`config.mk`:
```
export PLATFORM = sky130hd
export DESIGN_NAME = haz_scoreboard
export DESIGN_NICKNAME = d
export VERILOG_FILES = /design/src/rtl/haz_pkg.sv /design/src/rtl/haz_fwd_prio.sv /design/src/rtl/haz_scoreboard.sv
export SDC_FILE = /design/constraint.sdc
export NUM_CORES = 1
export LEC_CHECK = 0
export BUFFER_PORTS_ARGS = -buffer_cell sky130_fd_sc_hd__buf_4
export CAP_MARGIN = 20
export CELL_PAD_IN_SITES_DETAIL_PLACEMENT = 0
export CELL_PAD_IN_SITES_GLOBAL_PLACEMENT = 1
export CORE_ASPECT_RATIO = 1.4
export CORE_MARGIN = 1.5
export CORE_UTILIZATION = 43
export CTS_CLUSTER_DIAMETER = 120
export DETAILED_ROUTE_END_ITERATION = 7
export PLACE_DENSITY = 0.77
export SLEW_MARGIN = 20
export SYNTH_ARGS = -nofsm -noshare
export SYNTH_HDL_FRONTEND = slang
export SYNTH_HIERARCHICAL = 1
export SYNTH_SLANG_ARGS = --single-unit
export TNS_END_PERCENT = 1
```
`constraint.sdc`:
```
create_clock -name CLK -period 3.2 [get_ports CLK]
set_input_delay 0.64 -clock CLK [delete_from_list [all_inputs] [get_ports CLK]]
set_output_delay 0.64 -clock CLK [all_outputs]
set_load 0.02 [all_outputs]
```
`src/rtl/haz_pkg.sv`:
```
// haz_pkg: shared definitions for the hazard/forwarding scoreboard.
//   LAT_*          nominal producer latencies (cycles until forwardable)
//   flush_state_e  state encoding of the branch flush FSM
//   sel_w(n)       width of a forwarding mux select covering regfile + n stages
package haz_pkg;

    localparam int LAT_ALU  = 1;
    localparam int LAT_LOAD = 2;
    localparam int LAT_MUL  = 3;

    typedef enum logic {
        IDLE,
        FLUSHING
    } flush_state_e;

    function automatic int sel_w(input int n);
        return $clog2(n + 1);
    endfunction

endpackage

```
`src/rtl/haz_fwd_prio.sv`:
```
// haz_fwd_prio: forwarding priority encoder for one source operand.
// Ports:
//   rs          source register address of the operand
//   stg_rd      destination register per forwarding stage, stage i at [5i+4:5i]
//   stg_we      stage i writes stg_rd[i]
//   stg_fwd_ok  stage i has its result on the forward bus
//   sel         0 = regfile, i+1 = stage i; the lowest (nearest) stage wins
module haz_fwd_prio
    import haz_pkg::*;
#(
    parameter int NUM_STG = 2
) (
    input  logic [4:0]                 rs,
    input  logic [NUM_STG*5-1:0]       stg_rd,
    input  logic [NUM_STG-1:0]         stg_we,
    input  logic [NUM_STG-1:0]         stg_fwd_ok,
    output logic [sel_w(NUM_STG)-1:0]  sel
);

    localparam int SEL_W = sel_w(NUM_STG);

    // Scan from the farthest stage down so the nearest match overwrites.
    always_comb begin
        sel = '0;
        if (rs != 5'd0) begin
            for (int i = NUM_STG - 1; i >= 0; i--) begin
                if (stg_we[i] && stg_fwd_ok[i] && (stg_rd[5*i +: 5] == rs)) begin
                    sel = SEL_W'(i + 1);
                end
            end
        end
    end

endmodule

```
`src/rtl/haz_scoreboard.sv`:
```
// haz_scoreboard: per-register latency scoreboard, operand forwarding select,
// decode stall, multi-cycle branch flush and data-hazard stall counter.
// Ports:
//   CLK, RST_N        clock, synchronous active-low reset
//   DE_VALID          decode holds a valid instruction
//   DE_RS/DE_RS_USED  source register addresses (5 bits each) and read enables
//   DE_RD/DE_WE       destination register and write enable of decode
//   DE_LAT            cycles from issue until the result is forwardable
//   STG_RD/STG_WE/STG_FWD_OK  per forwarding stage destination/write/ready
//   BR_TAKEN          taken branch resolved in EX
//   MEM_BUSY          data memory wait, whole pipeline frozen
//   FWD_SEL           per-operand forward mux select (0 = regfile, i+1 = stage i)
//   STALL             hold FE/DE and bubble EX
//   FLUSH             kill FE/DE
//   STALL_CNT         saturating count of data-hazard stall cycles
module haz_scoreboard
    import haz_pkg::*;
#(
    parameter int NUM_SRC   = 2,
    parameter int NUM_STG   = 2,
    parameter int MAX_LAT   = 4,
    parameter int FLUSH_CYC = 2,
    parameter int CNT_W     = 32
) (
    input  logic                              CLK,
    input  logic                              RST_N,
    input  logic                              DE_VALID,
    input  logic [NUM_SRC*5-1:0]              DE_RS,
    input  logic [NUM_SRC-1:0]                DE_RS_USED,
    input  logic [4:0]                        DE_RD,
    input  logic                              DE_WE,
    input  logic [$clog2(MAX_LAT+1)-1:0]      DE_LAT,
    input  logic [NUM_STG*5-1:0]              STG_RD,
    input  logic [NUM_STG-1:0]                STG_WE,
    input  logic [NUM_STG-1:0]                STG_FWD_OK,
    input  logic                              BR_TAKEN,
    input  logic                              MEM_BUSY,
    output logic [NUM_SRC*sel_w(NUM_STG)-1:0] FWD_SEL,
    output logic                              STALL,
    output logic                              FLUSH,
    output logic [CNT_W-1:0]                  STALL_CNT
);

    localparam int SEL_W = sel_w(NUM_STG);
    localparam int LAT_W = $clog2(MAX_LAT + 1);
    localparam int FC_W  = (FLUSH_CYC > 1) ? $clog2(FLUSH_CYC) : 1;

    localparam logic [FC_W-1:0]  FC_LOAD   = FC_W'(FLUSH_CYC - 1);
    localparam logic [LAT_W-1:0] LAT_MAX_V = LAT_W'(MAX_LAT);
    localparam logic [LAT_W-1:0] LAT_MIN_V = LAT_W'(LAT_ALU);

    logic [LAT_W-1:0]  cnt [1:31];
    logic [31:0]       busy;
    logic [NUM_SRC-1:0] haz;
    logic              any_haz;
    logic              issue;
    logic [LAT_W-1:0]  lat_eff;
    logic [LAT_W-1:0]  cnt_load;

    flush_state_e      state_q;
    flush_state_e      state_d;
    logic [FC_W-1:0]   fc_q;
    logic [FC_W-1:0]   fc_d;
    logic [CNT_W-1:0]  stall_cnt_q;

    // Per-register "not yet forwardable" flags; bit 0 stays clear so x0
    // can never raise a hazard.
    always_comb begin
        busy = '0;
        for (int r = 1; r < 32; r++) begin
            busy[r] = (cnt[r] != '0);
        end
    end

    always_comb begin
        haz = '0;
        for (int k = 0; k < NUM_SRC; k++) begin
            haz[k] = DE_VALID && DE_RS_USED[k] && busy[DE_RS[5*k +: 5]];
        end
    end

    assign any_haz = |haz;
    assign FLUSH   = (state_q == FLUSHING);
    assign STALL   = (any_haz && !FLUSH) || MEM_BUSY;
    assign issue   = DE_VALID && !STALL && !FLUSH && !MEM_BUSY;

    // Latency 0 behaves like a single-cycle ALU op; oversize values clamp.
    always_comb begin
        if (DE_LAT < LAT_MIN_V) begin
            lat_eff = LAT_MIN_V;
        end else if (DE_LAT > LAT_MAX_V) begin
            lat_eff = LAT_MAX_V;
        end else begin
            lat_eff = DE_LAT;
        end
        cnt_load = lat_eff - LAT_W'(1);
    end

    // Scoreboard: an issue write takes precedence over the decrement.
    always_ff @(posedge CLK) begin
        if (!RST_N) begin
            for (int r = 1; r < 32; r++) begin
                cnt[r] <= '0;
            end
        end else if (!MEM_BUSY) begin
            for (int r = 1; r < 32; r++) begin
                if (issue && DE_WE && (DE_RD == 5'(r))) begin
                    cnt[r] <= cnt_load;
                end else if (cnt[r] != '0) begin
                    cnt[r] <= cnt[r] - LAT_W'(1);
                end
            end
        end
    end

    // Flush FSM: register
    always_ff @(posedge CLK) begin
        if (!RST_N) begin
            state_q <= IDLE;
            fc_q    <= '0;
        end else begin
            state_q <= state_d;
            fc_q    <= fc_d;
        end
    end

    // Flush FSM: next state. Everything holds while memory is busy, which
    // also means a branch presented during the wait is not taken up.
    always_comb begin
        state_d = state_q;
        fc_d    = fc_q;
        if (!MEM_BUSY) begin
            if (BR_TAKEN) begin
                state_d = FLUSHING;
                fc_d    = FC_LOAD;
            end else if (state_q == FLUSHING) begin
                if (fc_q == '0) begin
                    state_d = IDLE;
                end else begin
                    fc_d = fc_q - FC_W'(1);
                end
            end
        end
    end

    // Only genuine data-hazard stalls are counted, not memory freezes.
    always_ff @(posedge CLK) begin
        if (!RST_N) begin
            stall_cnt_q <= '0;
        end else if (any_haz && !FLUSH && !MEM_BUSY && (stall_cnt_q != '1)) begin
            stall_cnt_q <= stall_cnt_q + CNT_W'(1);
        end
    end

    assign STALL_CNT = stall_cnt_q;

    for (genvar k = 0; k < NUM_SRC; k++) begin : g_fwd
        haz_fwd_prio #(
            .NUM_STG (NUM_STG)
        ) u_prio (
            .rs         (DE_RS[5*k +: 5]),
            .stg_rd     (STG_RD),
            .stg_we     (STG_WE),
            .stg_fwd_ok (STG_FWD_OK),
            .sel        (FWD_SEL[SEL_W*k +: SEL_W])
        );
    end

endmodule

```
==> results.yml, run 1 <==
run_status:
  status: "complete, but fails checks"
  violations: "negative setup slack"
grt:
  met1_usage: 0.2598
  grt_usage: 0.2264
  busiest_layer: "met2"
  use_met2: 0.4165
  grtUsageMet3: 0.04123
  grt_pass1_wl_um: 37120
  grt_pass1_vias: 7260
  antenna_found_initial: 0
  grt_max_degree: 94
  overflow: 0
power_and_ir_drop:
  p_leak_nw: 4.871
  power_density_mw_per_mm2: 458.2
  irDropWorstVdd_uv: 262.5
placement:
  gp_congestion: 0.7962
  port_buffers: 77
  placed_area_mm2: 0.01036
  hpwl_um: 15620
yosys:
  synth_seq_area_share: 0.3947
  avgSynthCellArea_um2: 9.978
  synth_top_cell_area_share: 0.3173
  synthesis.nets: 986
  yosys-top-cells-area: "edfxtp_1 (32%), mux2i_1 (12%), ha_1 (9.1%)"
  synth_flop_cell: "edfxtp_1"
  mappedNetlistArea_mm2: 0.008801
  ys.warnings.count: 6
  synth_edf_count: 93
  synthCells: 882
  ys_async_sr_fraction: 0
  synth_common_cells: "mux2i_1 (108), or3_1 (106), inv_1 (105)"
  synth_seq_cells: 127
  synth.most_common_cell: "mux2i_1"
  synth.largest_area_cell: "edfxtp_1"
  yosysUniqueCellTypes: 50
layout:
  final_util: 0.5821
  diodes: 0
  drive_above_1_share: 0.3189
  multi_input_area_mm2: 0.005331
  ff_latch_area_mm2: 0.003473
  fin_area_mm2: 0.01164
  synthToLayoutAreaGrowth_pct: 32.26
  fin_nets: 1151
  nFillCells: 1765
clock_network:
  clkTransAtPathRegs_ps: 60
  clock-root-buffer: "clkbuf_16"
  numCtsBuffers: 17
  cts_sinks: 127
  clock_latency_ps: 430
  cts_tree: "done"
  clockBufferDepth: 2
  htree_levels: 4
worst_setup_path:
  crit_type: "flop to primary output"
  start_kind: "flop"
  arrival_ps: 2860
  worstPathRequired_ps: 2560
  cp-end-kind: "primary output"
  crit_fanout: 3
timing:
  fin_ws_ps: -303.4
  tightest_slew_ps: 613.4
  slew_violations: 0
  holdWs_ps: 474.8
  finClkSkew_ps: 10.59
  setup_viol: 47
  fmax_mhz: 285.4
  rsz0062_at_grt: "true"
  finalCritPeriodShare: 1.095
  period_needed_ps: 3503
  slew_headroom: 0.5901
  hold_violations: 0
detailed_routing:
  drtIter0Drc: 306
  drc: 0
  via_per_inst: 5.517
  avgRoutedWirePerCell_um: 17.45
  wl_um: 22890
  dr_total_vias: 7238
  drtPass1Iterations: 5
  ant_nets: 0
floorplan:
  initial_core_util: 0.4401
  io_pins: 78
  die-area_mm2: 0.02135
  die_y_um: 172.3
  std_cell_rows: 61
  coreArea_mm2: 0.02000
  die_w_um: 123.9
job:
  cap_violations: 0
min_path:
  hp-class: "flop to flop"
-- per-layer routing --
layer  vias up  wire (µm)
met5         -          0
met4         0        517
met3        33        881
met2       146      12310
met1      3530       9187
li1       3529          -
-- critical path: stages, from the launching register on --
cell      delay [ps]
edfxtp_1         330
inv_1             50
ha_2             200
ha_4             170
mux4_2           450
mux2_4           260
and3_4           150
o32ai_4          350
and2_4           210
a21o_1           140
buf_6            120
-- sequential cells by signal, summed over array words and instances (netlist names) --
| name | count |
|---|---|
| cnt | 93 |
| FLUSH | 1 |
| STALL_CNT | 32 |
| fc_q | 1 |
-- cells by family after synthesis --
kind of cell,synth area share
and+or+nand+nor,0.1992
buffers and inverters,0.06625
DFF,0.3947
muxes,0.1587
AOI/OAI and AO/OA,0.06838
adders and majority gates,0.09099
xor gates and xnor gates,0.02189
-- cell usage in the layout (no fill, tap or decap), types with 19 or more instances in the layout --
cell and count:
mux2i_1 108, buf_4 183, or3_1 96, nor2_1 29
edfxtp_1 93, inv_1 102, ha_1 20, o211ai_1 28
ha_2 23, ha_4 21, nand3_1 19, dfxtp_1 34
nand2_1 61, clkbuf_16 19
-- area by class of cell --
| type | count | area share |
|---|---|---|
| multi-input combinational | 602 | 0.4580 |
| sequential | 127 | 0.2984 |
| timing repair buffer | 194 | 0.1302 |
| clock buffer | 23 | 0.04386 |
| inverter | 105 | 0.03386 |
| tap | 252 | 0.02709 |
| clock inverter | 9 | 0.008599 |
-- metrics by stage --
| step | std cells | worst slack, ps | total power [mW] | setup TNS (ps) |
|---|---|---|---|---|
| floorplan | 882 | -105.0 | 2.704 | -1825 |
| global placement | 1265 | -117.3 | 3.133 | -5287 |
| detailed placement | 1265 | -152.2 | 3.148 | -7302 |
| CTS | 1306 | -310.2 | 5.294 | -4353 |
| global route | 1312 | -406.7 | 5.596 | -23520 |
| finish | 1312 | -303.4 | 5.334 | -2087 |
-- power breakdown --
part | internal (mW) | total [mW] | switching [mW]
Sequential | 1.96 | 2.01 | 0.0500
Combinational | 0.655 | 1.32 | 0.664
Clock | 1.28 | 2.01 | 0.732
Total | 3.89 | 5.33 | 1.45
-- final timing paths --
| check | from | end | slack (ps) | cells past startpoint |
|---|---|---|---|---|
| setup / recovery | cnt[0][39] | STALL | -300 | 10 |
| hold / removal | fc_q | fc_q | 470 | 2 |
| setup reg to reg | cnt[0][39] | cnt[0][13] | -110 | 13 |
| hold reg to reg | fc_q | fc_q | 470 | 2 |
-- timing repair --
| action | 4_1_cts | 5_1_grt |
|---|---|---|
| hold buffers | 0 | 0 |
| pin swaps | 24 | 21 |
| gates resized for setup | 67 | 53 |
| buffers inserted | 11 | 7 |
| endpoints found under the setup margin | 91 | 205 |
Note: power is estimated with default switching activity, not from simulation.
==> run 2, diff against run 1 <==
--- a/constraint.sdc
+++ b/constraint.sdc
@@ -3,2 +3,2 @@
 set_output_delay 0.64 -clock CLK [all_outputs]
-set_load 0.02 [all_outputs]
+set_load 0.1 [all_outputs]
==> run 2 against run 1 <==
Sequential power is essentially flat. Cell count rose by 0.91%. The flow still finishes with violations (negative setup slack). Hold slack better by 3.2 ps. Largest cell class unchanged. Non-clock buffer count rose by 12. First-iteration DRC count fell by 16%. Combinational power about the same.
==> results.yml, run 2 (same netlist as run 1, synthesis figures left out) <==
detailed_routing:
  avgRoutedWirePerCell_um: 17.23
  drc: 0
  drtIter0Drc: 257
  dr_total_vias: 7266
  topRoutingLayerUsed: "met4"
  drtPass1Iterations: 5
  route.met3.wl_um: 1021
  via_per_inst: 5.488
  wl_um: 22810
  ant_nets: 0
  wirelength_met1_um: 9346
  wl_met2_um: 11980
floorplan:
  coreArea_mm2: 0.02000
  io_pins: 78
  die-area_mm2: 0.02135
  die_y_um: 172.3
  initial_core_util: 0.4401
  die_w_um: 123.9
  std_cell_rows: 61
layout:
  final_common_cell: "buf_4"
  layout_common_cells: "buf_4 (202), mux2i_1 (108), inv_1 (104), or3_1 (104), edfxtp_1 (93)"
  nFillCells: 1783
  multi_input_area_mm2: 0.005181
  fin_nets: 1163
  diodes: 0
  drive_above_1_share: 0.3125
  largest_reg_flops: 93
  fin_area_mm2: 0.01155
  final_util: 0.5775
  largest_register: "cnt"
  stdcell_count: 1324
  synthToLayoutAreaGrowth_pct: 31.22
  ff_latch_area_mm2: 0.003473
min_path:
  min_path_cells: 2
  hold_end: "fc_q"
  hp-class: "flop to flop"
  worstHoldStart: "fc_q"
clock_network:
  numCtsBuffers: 17
  cts_tree: "done"
  clock_latency_ps: 430
  clkTransAtPathRegs_ps: 60
  htree_levels: 4
  cts_sinks: 127
  clock-root-buffer: "clkbuf_16"
  clockBufferDepth: 2
timing:
  slew_violations: 0
  rsz0062_at_grt: "true"
  finClkSkew_ps: 10.30
  hold_violations: 0
  slew_headroom: 0.5762
  finalCritPeriodShare: 1.107
  period_needed_ps: 3542
  holdWs_ps: 477.9
  fin_ws_ps: -341.9
  fmax_mhz: 282.3
  tightest_slew_ps: 634.1
  setup_viol: 83
power_and_ir_drop:
  sequentialPowerShare: 0.383
  power_density_mw_per_mm2: 454.1
  p_comb_frac: 0.248
  switching_share: 0.2884
  p_leak_nw: 4.887
  p_sw_mw: 1.513
  p_int_mw: 3.732
  clock_power_share: 0.369
  irDropWorstVdd_uv: 274.0
worst_setup_path:
  cpPeakStageDelay_ps: 440
  worstReg2RegEnd: "cnt[0][12]"
  timing.rr.start: "cnt[0][15]"
  slowest_stage: "mux4_2"
  worstPathRequired_ps: 2560
  worst-r2r-cell-count: 13
  reg2reg_setup_slack_ps: -190
  crit_path_frequent_cell: "ha_2"
  worst-path-buf-inv: 2
  cp-end-kind: "primary output"
  arrival_ps: 2900
  crit_type: "flop to primary output"
  crit_fanout: 2
  crit_chain: "inv_1, ha_2, ha_2, mux4_2, mux2_4, and3_4, o32ai_4, and2_4, a21o_1, buf_12"
  start_kind: "flop"
  path_delay_family: "multiplexers"
job:
  cap_violations: 0
placement:
  placed_area_mm2: 0.01042
  gp_congestion: 0.8092
  port_buffers: 77
  dp.cells: 1281
  hpwl_um: 15920
grt:
  overflow: 0
  grt_pass1_vias: 7273
  grt_usage: 0.2246
  grt_max_degree: 67
  antenna_found_initial: 0
  grt_pass1_wl_um: 36750
run_status:
  status: "complete, but fails checks"
  violations: "negative setup slack"
## run 2: timing repair
action	CTS	global route
hold buffers	0	0
pin swaps	39	20
buffers inserted	10	2
resized for setup	76	22
setup endpoints to repair	208	191
## run 2: metrics by stage
| stage | total power [mW] | TNS [ps] | setup slack [ps] |
|---|---|---|---|
| detailed placement | 3.179 | -50900 | -438.4 |
| global route | 5.501 | -23510 | -445.7 |
| finish | 5.245 | -5110 | -341.9 |
| CTS | 5.259 | -11610 | -370.8 |
| global placement | 3.156 | -44890 | -412.9 |
| floorplan | 2.710 | -13340 | -756.0 |
## run 2: power by group through the flow
stage	clock (mW)	combinational, mW	sequential [mW]
3_3_place_gp	0	1.12	2.03
2_1_floorplan	0	0.668	2.04
3_5_place_dp	0	1.14	2.04
6_report	1.94	1.30	2.01
4_1_cts	1.96	1.29	2.01
5_1_grt	2.02	1.45	2.02
## run 2: worst max path at each step
stage	endpoint	start	slack, ps	cells after the start
detailed placement	cnt[0][73]	DE_RS[5]	-440	11
CTS	STALL	cnt[0][18]	-370	10
global route	STALL	cnt[0][63]	-450	10
finish	STALL	cnt[0][15]	-340	10
floorplan	FWD_SEL[3]	DE_RS[7]	-760	4
global placement	cnt[0][73]	DE_RS[2]	-410	12
## run 2: layer usage
layer,vias up,track usage
met4,0,0.07708
met3,33,0.03892
met5,-,0
met2,160,0.4079
li1,3565,-
met1,3508,0.2641
## run 2: layout make-up
class	count	area share
multi-input cells	602	0.4486
flip-flops and latches	127	0.3008
repair buffers	206	0.1375
clock buffers	21	0.04377
inverters	105	0.03413
well taps	252	0.02730
clock inverters	11	0.007909
## run 2: worst register-to-register path, delay by kind of cell (launching register included)
kind | cells | cell delay [ps]
DFF | 1 | 350
adders and majority gates | 2 | 340
AOI/OAI and AO/OA | 2 | 380
buffers and inverters | 4 | 590
muxes | 2 | 720
and+or+nand+nor | 3 | 770
